File: config.mk
export PLATFORM = sky130hd
export DESIGN_NAME = seg_display_ctrl_flat
export DESIGN_NICKNAME = d
export VERILOG_FILES = /design/src/rtl/seg_pkg.sv /design/src/rtl/seg_display_ctrl_if.sv /design/src/rtl/seg_scan_timer.sv /design/src/rtl/seg_display_ctrl.sv /design/src/flat_wrapper.sv
export SDC_FILE = /design/constraint.sdc
export NUM_CORES = 1
export LEC_CHECK = 0
export CAP_MARGIN = 25
export CORE_UTILIZATION = 45
export CTS_CLUSTER_SIZE = 30
export DETAILED_ROUTE_END_ITERATION = 10
export MAX_ROUTING_LAYER = met4
export PLACE_DENSITY = 0.67
export REMOVE_ABC_BUFFERS = 1
export SLEW_MARGIN = 15
export SYNTH_ARGS = -nofsm -noshare
export SYNTH_HDL_FRONTEND = slang
export SYNTH_SLANG_ARGS = --single-unit
File: constraint.sdc
create_clock -name clk -period 3.5 [get_ports clk]
set_input_delay 0.7 -clock clk [delete_from_list [all_inputs] [get_ports clk]]
set_output_delay 0.7 -clock clk [all_outputs]
set_load 0.03 [all_outputs]
File: src/rtl/seg_pkg.sv
// seg_pkg: shared glyph table, blank constant and display-content record for the segment controller
package seg_pkg;
  localparam int MAX_DIGITS = 8;
  localparam logic [7:0] SEG_BLANK = 8'hFF;
  localparam logic [6:0] GLYPH [16] = '{
    7'h40, 7'h79, 7'h24, 7'h30, 7'h19, 7'h12, 7'h02, 7'h78,
    7'h00, 7'h10, 7'h08, 7'h03, 7'h46, 7'h21, 7'h06, 7'h0E
  };
  typedef struct packed {
    logic [4*MAX_DIGITS-1:0] value;
    logic [MAX_DIGITS-1:0]   dp;
    logic [MAX_DIGITS-1:0]   blink;
    logic                    blank_lz;
  } disp_cfg_t;
  function automatic logic [6:0] hex_to_seg(input logic [3:0] h);
    return GLYPH[h];
  endfunction
endpackage

File: src/rtl/seg_display_ctrl_if.sv
// seg_display_ctrl_if: valid/ready load port carrying display content
interface seg_display_ctrl_if #(parameter int NUM_DIGITS = 6);
  logic                    load_valid;
  logic                    load_ready;
  logic [4*NUM_DIGITS-1:0] load_value;
  logic [NUM_DIGITS-1:0]   load_dp;
  logic [NUM_DIGITS-1:0]   load_blink;
  logic                    load_blank_lz;
  modport master (output load_valid, load_value, load_dp, load_blink, load_blank_lz, input load_ready);
  modport slave (input load_valid, load_value, load_dp, load_blink, load_blank_lz, output load_ready);
endinterface

File: src/rtl/seg_scan_timer.sv
// seg_scan_timer: scan prescaler and digit index with per-digit tick and frame-wrap strobe
module seg_scan_timer #(
  parameter int NUM_DIGITS = 6,
  parameter int SCAN_DIV   = 50_000,
  parameter int IW         = (NUM_DIGITS > 1) ? $clog2(NUM_DIGITS) : 1
) (
  input  logic          clk,
  input  logic          rst_n,
  output logic [IW-1:0] digit_idx,
  output logic          scan_tick,
  output logic          frame_wrap
);
  localparam int CW = $clog2(SCAN_DIV);
  logic [CW-1:0] cnt;
  assign scan_tick  = cnt == CW'(SCAN_DIV - 1);
  assign frame_wrap = scan_tick && digit_idx == IW'(NUM_DIGITS - 1);
  always_ff @(posedge clk) begin
    if (!rst_n) begin
      cnt       <= '0;
      digit_idx <= '0;
    end else begin
      cnt <= scan_tick ? '0 : cnt + 1'b1;
      if (scan_tick) digit_idx <= frame_wrap ? '0 : digit_idx + 1'b1;
    end
  end
endmodule

File: src/rtl/seg_display_ctrl.sv
// seg_display_ctrl: N-digit hex 7-segment controller with LZ blanking, blink and static/scan output
module seg_display_ctrl
  import seg_pkg::*;
#(
  parameter int NUM_DIGITS = 6,
  parameter int BLINK_DIV  = 25_000_000,
  parameter int SCAN_DIV   = 50_000
) (
  input  logic                    clk,
  input  logic                    rst_n,
  seg_display_ctrl_if.slave       ld,
  input  logic                    scan_mode,
  output logic [8*NUM_DIGITS-1:0] segments,
  output logic [7:0]              scan_seg,
  output logic [NUM_DIGITS-1:0]   scan_sel
);
  localparam int IW = (NUM_DIGITS > 1) ? $clog2(NUM_DIGITS) : 1;
  localparam int BW = $clog2(BLINK_DIV);
  disp_cfg_t pend, act;
  logic pending, pending_n, phase, accept, commit, frame_wrap, unused_tick;
  logic [BW-1:0] bcnt;
  logic [IW-1:0] idx;
  logic [NUM_DIGITS-1:0] blk;
  logic [7:0] dbyte [NUM_DIGITS];
  seg_scan_timer #(.NUM_DIGITS(NUM_DIGITS), .SCAN_DIV(SCAN_DIV), .IW(IW)) u_timer (
    .clk(clk), .rst_n(rst_n), .digit_idx(idx), .scan_tick(unused_tick), .frame_wrap(frame_wrap)
  );
  assign accept    = ld.load_valid && ld.load_ready;
  assign commit    = pending && (!scan_mode || frame_wrap);
  assign pending_n = commit ? 1'b0 : accept ? 1'b1 : pending;
  always_comb begin
    logic going;
    going = act.blank_lz;
    blk   = '0;
    for (int i = NUM_DIGITS - 1; i >= 1; i--) begin
      blk[i] = going && act.value[4*i +: 4] == 4'h0 && !act.dp[i];
      going  = blk[i];
    end
    for (int i = 0; i < NUM_DIGITS; i++)
      dbyte[i] = (phase && act.blink[i]) ? SEG_BLANK :
                 blk[i] ? {~act.dp[i], 7'h7F} : {~act.dp[i], hex_to_seg(act.value[4*i +: 4])};
  end
  always_ff @(posedge clk) begin
    if (!rst_n) begin
      pending       <= 1'b0;
      ld.load_ready <= 1'b0;
      pend          <= '0;
      act           <= '0;
      phase         <= 1'b0;
      bcnt          <= '0;
      segments      <= '1;
      scan_seg      <= '1;
      scan_sel      <= '1;
    end else begin
      pending       <= pending_n;
      ld.load_ready <= !pending_n;
      if (accept) begin
        pend.value    <= (4*MAX_DIGITS)'(ld.load_value);
        pend.dp       <= MAX_DIGITS'(ld.load_dp);
        pend.blink    <= MAX_DIGITS'(ld.load_blink);
        pend.blank_lz <= ld.load_blank_lz;
      end
      if (commit) act <= pend;
      bcnt <= (bcnt == BW'(BLINK_DIV - 1)) ? '0 : bcnt + 1'b1;
      if (bcnt == BW'(BLINK_DIV - 1)) phase <= !phase;
      for (int i = 0; i < NUM_DIGITS; i++) segments[8*i +: 8] <= scan_mode ? SEG_BLANK : dbyte[i];
      scan_seg <= scan_mode ? dbyte[idx] : SEG_BLANK;
      scan_sel <= scan_mode ? ~(NUM_DIGITS'(1) << idx) : '1;
    end
  end
  if (NUM_DIGITS < MAX_DIGITS) begin : g_pad
    logic unused_pad;
    assign unused_pad = ^{act.value[4*MAX_DIGITS-1:4*NUM_DIGITS], act.dp[MAX_DIGITS-1:NUM_DIGITS],
                          act.blink[MAX_DIGITS-1:NUM_DIGITS]};
  end
endmodule

File: src/flat_wrapper.sv
// flat-port wrapper written by rule: the top's interface ports become plain ports
module seg_display_ctrl_flat import seg_pkg::*;
#(
  parameter int NUM_DIGITS = 6,
  parameter int BLINK_DIV  = 25_000_000,
  parameter int SCAN_DIV   = 50_000
)
  (clk, rst_n, scan_mode, segments, scan_seg, scan_sel, ld_load_valid, ld_load_value, ld_load_dp, ld_load_blink, ld_load_blank_lz, ld_load_ready);
  seg_display_ctrl_if #(.NUM_DIGITS(NUM_DIGITS)) ld_i ();
  input  logic clk;
  input  logic rst_n;
  input  logic scan_mode;
  output logic [8*NUM_DIGITS-1:0] segments;
  output logic [7:0] scan_seg;
  output logic [NUM_DIGITS-1:0] scan_sel;
  input wire logic [$bits(ld_i.load_valid)-1:0] ld_load_valid;
  input wire logic [$bits(ld_i.load_value)-1:0] ld_load_value;
  input wire logic [$bits(ld_i.load_dp)-1:0] ld_load_dp;
  input wire logic [$bits(ld_i.load_blink)-1:0] ld_load_blink;
  input wire logic [$bits(ld_i.load_blank_lz)-1:0] ld_load_blank_lz;
  output wire logic [$bits(ld_i.load_ready)-1:0] ld_load_ready;
  assign ld_i.load_valid = ld_load_valid;
  assign ld_i.load_value = ld_load_value;
  assign ld_i.load_dp = ld_load_dp;
  assign ld_i.load_blink = ld_load_blink;
  assign ld_i.load_blank_lz = ld_load_blank_lz;
  assign ld_load_ready = ld_i.load_ready;
  seg_display_ctrl #(.NUM_DIGITS(NUM_DIGITS), .BLINK_DIV(BLINK_DIV), .SCAN_DIV(SCAN_DIV)) u_core (.clk(clk), .rst_n(rst_n), .ld(ld_i), .scan_mode(scan_mode), .segments(segments), .scan_seg(scan_seg), .scan_sel(scan_sel));
endmodule
==> metrics.txt, run 1 <==
ANT cells 0; most frequent cell after synthesis nand2_1; Fin. Hold Viols 0; DRT iter0 DRCs 466; R2R depth 6; Rel. slew slack approximately 44%; top cells by area, synth dfxtp_1 (43%), nand2_1 (9.7%), mux2i_1 (6.5%); Tot GR Track Use 22.1%; setup TNS 0 ns; Post-Route WL 20.1 mm; Final WS setup 0.874 ns; most frequent cells after synthesis nand2_1 (220), dfxtp_1 (183), nor2_1 (65), mux2i_1 (55), clkbuf_1 (42); crit-path max FO 26; Nets 1,128; core area 18,300 um^2; vias in the first global route 6,450; CTS Buf Count 17; Final setup viols 0; PD cells approximately 430 nW/um^2; unrepaired setup endpoints after global routing no; Pins Over Slew Limit 0; PortBufs 103; Fmax roughly 380 MHz; Post-synth EDFFs 0; status complete, no violations; worst slew pin tran 0.838 ns; Post-DRT Antenna Nets 0; clock root buffer master clkbuf_16; top-area cell type share of the netlist area 43.0%; DIE AREA about 20,000 um^2; fin crit period roughly 2.6 ns; sequential area share after synthesis 43.0%; mapped cell area 8510 um^2; VDD IR max 0.333 mV; setup bufs post-CTS 0; fraction of registers with async set/reset 0%; critical path class reg2reg; initial core utilization between 40 and 50%; leading area contributor after synthesis dfxtp_1; Power, Total roughly 4.4 mW; remaining global-route overflow 0; antenna violations before repair 0; Worst Path Arrival 2.99 ns; storage element area 3660 um^2; crit share post-route about three quarters; Post-Syn Area per Cell a little under 9 um^2; post-cts resize count 0; max-cap violations 0; DP HPWL 14.1 mm; Setup WS pre-CTS approximately 0.9 ns; layout cells sized above 1 under 10%; Cells after Synth 969; Die Width 140 um; CTS sink count between 150 and 200; CP Capture Type flip-flop; I/O pin total ~100; Synth cell types 62; WL per Instance 15.6 um; H-tree depth 4; Max Buffers Root-to-Sink 2; CTS clk-pin slew, worst paths 0.07 ns; Worst-Skew Late Latency between 0.4 and 0.5 ns; flops & latches, synth 183; Yosys warnings 0; Vias/cell 5.36; multi-input logic area approximately 4500 um^2; worst path required time approximately 3.9 ns; first-pass GRT wire length 33.0 mm; drt first pass iters 5; Hold Path Class reg2reg; RePlAce Congestion 0.926; largest net degree at the start of global routing 58; CTS tree done; die extent in y 140 um; # rows between 40 and 50; clk_skew 0.00954 ns; startpoint types flip-flop; hold-fix buffers at CTS 0; most common flop cell mapped by yosys dfxtp_1; via count ~7k; Leakage 3.77 nW; area delta synth->final 20.5%; DRC errors left 0; # fillers 1,704; hold path depth 1
## stage by stage
| step | util (%) | hold slack (ns) | instances | area, um^2 |
|---|---|---|---|---|
| CTS | 56.2 | 0.434 | 1288 | 10300 |
| floorplan | - | 0.372 | 914 | 8270 |
| global route | 56.2 | 0.440 | 1288 | 10300 |
| detailed placement | 53.0 | 0.417 | 1257 | 9680 |
| global placement | 53.0 | 0.416 | 1257 | 9680 |
| finish | 56.2 | 0.431 | 1288 | 10300 |
## state kept, by name, summed over array words and instances (netlist names)
register and cells:
u_core.segments 48, u_core.act 37, u_core.pend 37, u_core.bcnt 25, u_core.u_timer.cnt 16, u_core.scan_seg 8
u_core.scan_sel 6, u_core.u_timer.digit_idx 3, u_core.ld.load_ready 1, u_core.pending 1, u_core.phase 1
## metal layers
metal / wire length [um] / part of all wire [%] / up-vias / GRT usage (%)
li1: - / - / 3487 / -
met1: 9450 / 47 / 3208 / 28.5
met2: 9200 / 46 / 175 / 34.7
met3: 1050 / 5.2 / 29 / 4.16
met4: 361 / 1.8 / 0 / 7.81
met5: 0 / 0 / - / -
## kinds of logic after synthesis
family / after synthesis / synth area share [%]
DFF: 183 / 43.0
xor gates and xnor gates: 35 / 3.60
AOI/OAI and AO/OA: 125 / 10.3
and+or+nand+nor: 428 / 23.0
adders and majority gates: 40 / 5.88
buffers and inverters: 82 / 4.09
muxes: 76 / 10.0
## power breakdown
part	switching [mW]	internal, mW
Clock	0.820	1.09
Combinational	0.194	0.148
Sequential	0.0334	2.14
Total	1.05	3.38
## critical path, cell delays in order, from the launching register on
cell	delay, ns
dfxtp_1	0.34
or4bb_1	0.53
or4_4	0.55
o21ai_1	0.14
and2_2	0.47
buf_12	0.28
mux2i_1	0.22
## cell type report
type	instances	area share, %
inverter	27	0.988
clock buffer	20	4.45
multi-input combinational	704	43.9
clock inverter	11	1.22
timing repair buffer	114	10.9
sequential	183	35.7
tap	229	2.79
## worst paths after layout
| kind | from | end | slack (ns) |
|---|---|---|---|
| worst max-delay path | u_core.u_timer.cnt[12] | u_core.act[22] | 0.87 |
| worst min-delay path | u_core.act[9] | u_core.segments[7] | 0.43 |
| worst max register to register | u_core.u_timer.cnt[12] | u_core.act[22] | 0.87 |
| worst min register to register | u_core.act[9] | u_core.segments[7] | 0.43 |
## layout by cell type, fill, tap and decap left out, drive strengths merged, types with 3 or more instances in the layout
master         synthesis  final
a22oi                  7      7
buf                   13     12
nor2b                 12     12
a21o                   3      3
mux2                  15     15
a32o                   3      3
nand2b                 7      7
o211ai                 8      8
or4                    3      3
xor2                  23     23
ha                    40     40
o221ai                 7      7
nand4                 23     23
a221o                  4      4
mux4                   6      6
clkinv                 1      7
and2                   7      7
nor4b                  4      4
o21ai                 19     19
o311ai                 4      4
mux2i                 55     55
a21boi                37     37
clkbuf                42     20
nand3                 38     38
and4                   3      3
inv                   26     27
nor3                  11     11
or3                   12     12
nor2                  65     65
nand2                220    220
clkdlybuf4s50          0    102
a21oi                 18     18
and3                  11     11
a31oi                  3      3
xnor2                 12     12
dfxtp                183    183
No activity file was read; power rests on OpenSTA's default activity.
==> inputs of run 2 (changes only) <==
==> constraint.sdc (replaced) <==
create_clock -name clk -period 2.5 [get_ports clk]
set_input_delay 0.5 -clock clk [delete_from_list [all_inputs] [get_ports clk]]
set_output_delay 0.5 -clock clk [all_outputs]
set_load 0.03 [all_outputs]
==> run 2 against run 1 <==
First-iteration DRC count fell by 4.1%. Maximum frequency rose by 15%. Global-route usage rose by 0.43 points. Routed wire length rose by 1.7%. Largest cell class unchanged. Largest power group unchanged.
==> metrics.txt, run 2 (synthesized netlist as in run 1, its figures left out) <==
status complete, no violations; CTS tree done; max-cap violations 0; die extent in y 140 um; initial core utilization a little under half; Post-DRT Antenna Nets 0; Fmax 437 MHz; WL per Instance approximately 16 um; Rel. slew slack 52.9%; Worst Path Arrival 2.63 ns; clk_skew 0.00933 ns; VDD IR max 0.532 mV; crit path buf inv count 2; DRC errors left 0; setup TNS 0 ns; CP max stage cell nor4b_2; # rows 49; CTS Buf Count 17; Layout Cells excl Fill 1,304; Tot GR Track Use 22.6%; critical path class reg2reg; drt first pass iters 5; Die Width 140 um; via count slightly below 7k; worst path required time 2.84 ns; most common cell after layout, fill and taps aside nand2_1; Post-Route WL about 20 mm; Setup WS pre-CTS 0.0383 ns; Worst-Skew Late Latency 0.43 ns; utilization after layout a little under three fifths; Vias/cell 5.30; crit share post-route 91.5%; DRT met1 WL 9.59 mm; layout cells sized above 1 8.00%; remaining global-route overflow 0; ANT cells 0; Pins Over Slew Limit 0; area delta synth->final 23.4%; PD cells 623 nW/um^2; DP HPWL 14.5 mm; startpoint types flip-flop; WL met3 ~1.1 mm; Fin. Hold Viols 0; most frequent cells in the layout nand2_1 (220), dfxtp_1 (183), clkdlybuf4s50_1 (102); # fillers 1,629; Final setup viols 0; biggest regs u_core.segments: 48 flops, u_core.act: 37 flops, u_core.pend: 37 flops; DIE AREA just under 20,000 um^2; H-tree depth 4; metal2 WL 9.29 mm; unrepaired setup endpoints after global routing no; CTS sink count 183; Most flops, register u_core.segments; fin crit period around 2.3 ns; crit-path max FO 9; vias in the first global route 6,504; storage element area roughly 3700 um^2; Max Buffers Root-to-Sink 2; clock root buffer master clkbuf_16; Leakage 3.91 nW; PortBufs between 100 and 150; core area ~18,000 um^2; dpl cell area 9840 um^2; CTS clk-pin slew, worst paths 0.07 ns; DRT iter0 DRCs around 450; Top delay family on crit path simple AND/OR/NAND/NOR gates; Hold Path Class reg2reg; multi-input logic area 4520 um^2; placed cells 1,273; CP peak stage delay 0.38 ns; fin area 10,500 um^2; Min Hold Slack 0.428 ns; Largest register FFs 48; RePlAce Congestion between 0.8 and 0.9; top routing layer in use met4; worst slew pin tran 0.702 ns; Nets 1,144; first-pass GRT wire length 33.7 mm; CP Cell Sequence inv_1 -> ha_1 -> nor4b_2 -> nand4_1 -> buf_4 -> nor2_1 -> o31ai_1 -> o311ai_1; setup bufs post-CTS 0; largest net degree at the start of global routing just under 60; antenna violations before repair 0; CP Capture Type flip-flop; Final WS setup 0.211 ns; I/O pin total 104; Power, Total roughly 6.5 mW
[run 2: cell type report]
class,instances,area share (%)
Sequential cell,183,34.9
Tap cell,229,2.73
Inverter,27,0.965
Clock buffer,18,4.18
Multi-Input combinational cell,704,43.0
Clock inverter,13,2.08
Timing Repair Buffer,130,12.2
[run 2: final timing paths]
check / start / end / slack (ns) / cells after the start
setup / recovery: u_core.act[33] / u_core.scan_seg[3] / 0.21 / 8
hold / removal: u_core.act[9] / u_core.segments[7] / 0.43 / 1
setup reg to reg: u_core.act[33] / u_core.scan_seg[3] / 0.21 / 8
hold reg to reg: u_core.act[9] / u_core.segments[7] / 0.43 / 1
[run 2: what timing repair did]
action,CTS,global route
hold buffers,0,0
resized for setup,0,2
endpoints found under the setup margin,0,13
[run 2: power breakdown]
part / switching (mW) / leakage, nW / internal, mW
clock: 1.19 / 0.323 / 1.82
sequential: 0.0437 / 1.49 / 3.00
combinational: 0.278 / 2.10 / 0.221
[run 2: per-layer routing]
| metal | up-vias | GRT usage (%) |
|---|---|---|
| li1 | 3514 | - |
| met2 | 183 | 34.2 |
| met5 | - | - |
| met3 | 29 | 5.47 |
| met1 | 3191 | 29.4 |
| met4 | 0 | 7.52 |
